File: src/rtl/serial_sub.sv
// Bit-serial W-bit subtractor d = a - b, LSB first, one bit per clock.
// A single borrow flop ripples between bits; result and borrow-out are registered.
module serial_sub #(
    parameter int W = 8
) (
    input  logic         ck,
    input  logic         rst,
    input  logic         start,
    input  logic [W-1:0] a,
    input  logic [W-1:0] b,
    output logic         busy,
    output logic         done,
    output logic [W-1:0] d,
    output logic         bo
);
    localparam int            CW   = $clog2(W) + 1;
    localparam logic [CW-1:0] LAST = CW'(W - 1);

    typedef enum logic [1:0] {IDLE, RUN, DONE} state_t;

    state_t        state;
    logic [W-1:0]  sa, sb, sr;
    logic          borrow;
    logic [CW-1:0] cnt;

    logic          x, y, dbit, borrow_nxt;
    logic [W-1:0]  sr_nxt;

    always_comb begin
        x          = sa[0];
        y          = sb[0];
        dbit       = x ^ y ^ borrow;
        borrow_nxt = (~x & y) | (~(x ^ y) & borrow);
        // diff bit enters at the MSB so after W shifts sr holds the LSB-first result
        sr_nxt     = (sr >> 1) | (W'(dbit) << (W - 1));
    end

    always_ff @(posedge ck) begin
        if (rst) begin
            state  <= IDLE;
            busy   <= 1'b0;
            done   <= 1'b0;
            d      <= '0;
            bo     <= 1'b0;
            sa     <= '0;
            sb     <= '0;
            sr     <= '0;
            borrow <= 1'b0;
            cnt    <= '0;
        end else begin
            case (state)
                IDLE: begin
                    done <= 1'b0;
                    if (start) begin
                        sa     <= a;
                        sb     <= b;
                        sr     <= '0;
                        borrow <= 1'b0;
                        cnt    <= '0;
                        busy   <= 1'b1;
                        state  <= RUN;
                    end
                end
                RUN: begin
                    sa     <= sa >> 1;
                    sb     <= sb >> 1;
                    sr     <= sr_nxt;
                    borrow <= borrow_nxt;
                    cnt    <= cnt + 1'b1;
                    if (cnt == LAST) begin
                        d     <= sr_nxt;
                        bo    <= borrow_nxt;
                        busy  <= 1'b0;
                        done  <= 1'b1;
                        state <= DONE;
                    end
                end
                DONE: begin
                    done  <= 1'b0;
                    state <= IDLE;
                end
                default: begin
                    busy  <= 1'b0;
                    done  <= 1'b0;
                    state <= IDLE;
                end
            endcase
        end
    end
endmodule

File: config.mk
export PLATFORM = sky130hd
export DESIGN_NAME = serial_sub
export DESIGN_NICKNAME = d
export VERILOG_FILES = /design/src/rtl/serial_sub.sv
export SDC_FILE = /design/constraint.sdc
export NUM_CORES = 1
export LEC_CHECK = 0
export ABC_AREA = 1
export CORE_UTILIZATION = 45
export DETAILED_ROUTE_END_ITERATION = 8
export PLACE_DENSITY_LB_ADDON = 0.25
export SLEW_MARGIN = 20
export SYNTH_ARGS = -nofsm -noshare
export SYNTH_HDL_FRONTEND = slang
export SYNTH_SLANG_ARGS = --single-unit
File: constraint.sdc
create_clock -name ck -period 1.87 [get_ports ck]
set_input_delay 0.374 -clock ck [delete_from_list [all_inputs] [get_ports ck]]
set_output_delay 0.374 -clock ck [all_outputs]
set_load 0.01 [all_outputs]
# Word-level counts from Yosys, hierarchy flattened
# Index checks and enable logic that the tools add are counted.
dict set report word_totals {
  wordCells 49
  reg_bits 42
}
dict set report classes {
  muxes 16
  n_eq_ne 5
  n_bitwise 10
  n_reduce_logical 7
  n_addsub 1
}
# cell count
set ops {}
lappend ops {{$pmux W8 S2} 3}
lappend ops {{$mux W8} 3}
lappend ops {{$or A7 B8 Y8} 1}
lappend ops {{$pmux W4 S2} 1}
lappend ops {{$reduce_and A2 Y1} 3}
lappend ops {{$add A4 B1 Y4 const B} 1}
lappend ops {{$eq A4 B3 Y1 const B} 1}
lappend ops {{$mux W2} 2}
lappend ops {{$mux W4} 1}
lappend ops {{$ne A2 B2 Y1 const B} 2}
lappend ops {{$not A1 Y1} 4}
lappend ops {{$pmux W2 S2} 1}
lappend ops {{$mux W1} 3}
lappend ops {{$pmux W1 S3} 1}
lappend ops {{$reduce_and A3 Y1} 1}
lappend ops {{$and A1 B1 Y1} 2}
lappend ops {{$eq A2 B1 Y1 const B} 1}
lappend ops {{$eq A2 B2 Y1 const B} 1}
lappend ops {{$logic_not A2 Y1} 1}
lappend ops {{$pmux W1 S2} 1}
lappend ops {{$reduce_bool A2 Y1} 1}
lappend ops {{$reduce_or A2 Y1} 1}
lappend ops {{$xor A1 B1 Y1} 2}
lappend ops {{$or A1 B1 Y1} 1}

# Depth between registers and ports, before layout
dict set report logic_depth {
  ltp_word 5
  mapped_depth 7
  mapped_depth_nobuf 6
}

# Worst setup path before layout
# No wires, ideal clock.
dict set report synth_path {
  kind {flip-flop to flip-flop}
  startpoint {reg cnt[0]}
  endpoint {reg bo}
  period_less_slack_ps 1225
  required_ps 1742
  setup_ps 128
  t_arrival_ps 1097
  setup_slack_ps 645
  stages_incl_launch_ff 8
  path_cell_list {dfxtp_1 ha_1 nand3_1 nor2_4 buf_6 nand2_1 o21ai_0 nor2_1}
}
dict set report synth_via {
  elab_chain_cells 2
}
# element line
set synth_lines {}
lappend synth_lines {{from (decl)} 24} ;# logic [CW-1:0] cnt;
lappend synth_lines {{from (signal assigned)} 69} ;# cnt <= cnt + 1'b1;
lappend synth_lines {{$eq A4 B3 Y1} 70} ;# if (cnt == LAST) begin
lappend synth_lines {{$reduce_and A2 Y1 (no line)} -}
lappend synth_lines {{to (signal assigned)} 72} ;# bo <= borrow_nxt;
lappend synth_lines {{to (decl)} 14} ;# output logic bo
# Every way passes these cells.
# A chain may end at the register's enable or synchronous reset.

# Final worst setup path
dict set report layout_path {
  startpoint {reg bo}
  endpoint {out bo}
}
# No word-level cell between the ends.

==> flow_metrics.env <==
export IMPL_grt_pass1_wl_um=5390
export IMPL_post_dp_hpwl_um=2060
export IMPL_critPathTopFamily="buffers and inverters"
export IMPL_final_nets=251
export IMPL_grt_start_max_net_pins=28
export IMPL_globalplace_congestion=0.775
export IMPL_syn_cell_area_mm2=0.00165
export IMPL_start_util=0.484
export IMPL_critPathBufInv=1
export IMPL_p_leak_uw=0.000751
export IMPL_cts_tree="built"
export IMPL_die_height_um=62.6
export IMPL_port_buffers=29
export IMPL_syn_area_per_cell_um2=8.26
export IMPL_post_route_period_util=0.866
export IMPL_crit_path_end_kind="output port"
export IMPL_multi_input_area_um2=691
export IMPL_io_pins=30
export IMPL_coreArea_mm2=0.00342
export IMPL_die_w_um=62.6
export IMPL_insertedDiodeCount=0
export IMPL_post_route_min_period_ns=1.62
export IMPL_first_pass_iters=4
export IMPL_worst_clock_skew_ns=0.00251
export IMPL_ys_types=23
export IMPL_fmax_mhz=617
export IMPL_relSlewSlack=0.701
export IMPL_vias=1372
export IMPL_routedWlPerCell_um=11.2
export IMPL_row_count=21
export IMPL_synthesis_nets=221
export IMPL_crit_type="reg2out"
export IMPL_seq_area_frac_synth=0.497
export IMPL_cts_setup_buffers=0
export IMPL_antenna_found_initial=0
export IMPL_synth_seq_cells=41
export IMPL_worst_setup_path_start_kind="register"
export IMPL_cts_sinks=41
export IMPL_setup_viol=0
export IMPL_finalHoldViolCount=0
export IMPL_dpl_cell_count=269
export IMPL_postRouteAntennaNets=0
export IMPL_ctsResizeCount=0
export IMPL_regArea_um2=821
export IMPL_design_area_mm2=0.00204
export IMPL_rsz0062_at_grt="false"
export IMPL_setup_tns_final_ns=0
export IMPL_slew_violations=0
export IMPL_drive_gt1_frac=0.113
export IMPL_worstPathArrival_ns=1.25
export IMPL_syn_inst=200
export IMPL_remaining_drc_errors=0
export IMPL_clk_latency_ns=0.35
export IMPL_power_density_mw_per_mm2=831
export IMPL_dpl_cell_area_mm2=0.00195
export IMPL_status="finished clean"
export IMPL_worst_slew_pin_transition_ns=0.449
export IMPL_drt_initial_drc_count=67
export IMPL_crit_chain="clkdlybuf4s50_1"
export IMPL_peakVddDrop_mv=0.593
export IMPL_crit_slowest_cell="clkdlybuf4s50_1"
export IMPL_cts_root_buf="clkbuf_4"
export IMPL_overflow=0
export IMPL_max_cap_violations=0
export IMPL_viasPerCell=4.95
export IMPL_crit_required_ns=1.50
export IMPL_dieArea_mm2=0.00392
export IMPL_cts_path_max_buffers=2
export IMPL_grt_pass1_vias=1239
export IMPL_yosys_warnings=0
export IMPL_grt_usage=0.175
export IMPL_cpPeakStageDelay_ns=0.54
export IMPL_fill_cells=322
export IMPL_syn_to_final_growth_pct=23.4
export IMPL_clk_pin_slew_worst_paths_ns=0.11
export IMPL_crit_path_max_fanout=2
export IMPL_final_cell_count_no_fill=277
export IMPL_hold_path_class="reg2reg"
export IMPL_cts_buffers=5
export IMPL_p_total_uw=1690
export IMPL_htreeDepth=2
export IMPL_holdBufCountCts=0
export IMPL_wirelength_um=3090
[sequential cells by signal, indices dropped and copies added (netlist names)]
| signal | flops |
|---|---|
| d | 8 |
| sa | 8 |
| sb | 8 |
| sr | 7 |
| cnt | 4 |
| state | 2 |
| bo | 1 |
| borrow | 1 |
| busy | 1 |
| done | 1 |
[layer usage]
metal  GRT usage  wire length [µm]  vias to the layer above
met4      0.0959                65                        0
met1       0.233              1520                      621
li1            -                 -                      714
met3      0.0420               151                        8
met2       0.260              1360                       29
met5           0                 0                        -
[synthesized netlist by cell type]
master,instances,area (µm²)
nand3b_1,1,7.51
nor2_4,2,22.5
nand2_2,2,12.5
nor2_2,1,6.26
ha_1,1,12.5
nand3_1,7,35.0
buf_6,5,56.3
inv_1,11,41.3
inv_2,3,11.3
o21ai_0,11,55.1
o21ai_4,1,16.3
dfxtp_1,41,821
a22oi_1,4,30.0
buf_2,2,10.0
nand2_1,56,210
a21oi_1,12,60.1
a31oi_1,14,87.6
nand2_4,1,11.3
fa_1,1,20.0
buf_8,1,15.0
nor2_1,16,60.1
o21ai_2,5,43.8
clkbuf_1,2,7.51
[power by group]
part           internal, µW  total (µW)  switching, µW
sequential              902         921           18.6
clock                   319         602            283
combinational          79.3         171           91.4
total                  1300        1690            393
[cell families (layout without fill, tap and decap cells)]
group           Yosys count  after routing  synth area share
flops                    41             41             0.497
buf+inv                  24             55            0.0855
compound gates           47             47             0.177
simple gates             86             86             0.221
fa+ha+maj                 2              2            0.0197
[cell usage in the layout (no fill, tap or decap)]
cell	n
nand3_1	7
buf_12	1
inv_2	3
inv_1	11
nand2_1	56
nand2_4	1
dfxtp_1	41
fa_1	1
bufinv_16	1
clkdlybuf4s50_1	29
clkbuf_1	1
a21oi_1	12
nand3b_1	1
o21ai_2	5
nand2_2	2
clkbuf_8	1
ha_1	1
nor2_1	16
a31oi_1	14
o21ai_0	11
nor2_4	2
o21ai_4	1
buf_4	3
clkbuf_4	5
nor2_2	1
a22oi_1	4
[final timing paths]
check,from,endpoint,slack (ns),depth (start not counted)
setup reg to reg,cnt[0],d[5],0.42,6
hold / removal,done,done,0.46,2
hold reg to reg,done,done,0.46,2
setup / recovery,bo,bo,0.25,1
[area by class of cell]
type,count,area share
timing repair buffer,33,0.163
clock inverter,1,0.0147
inverter,14,0.0258
multi-input combinational,135,0.339
sequential,41,0.402
tap,46,0.0282
clock buffer,7,0.0270
[through the flow]
stage / setup slack [ns] / util / hold WS [ns]
after floorplan: 0.645 / - / 0.442
after global placement: 0.290 / 0.572 / 0.444
after detailed placement: 0.255 / 0.572 / 0.444
after CTS: 0.232 / 0.597 / 0.461
after global routing: 0.175 / 0.597 / 0.494
final: 0.250 / 0.597 / 0.459
Note: power is estimated with default switching activity, not from simulation.
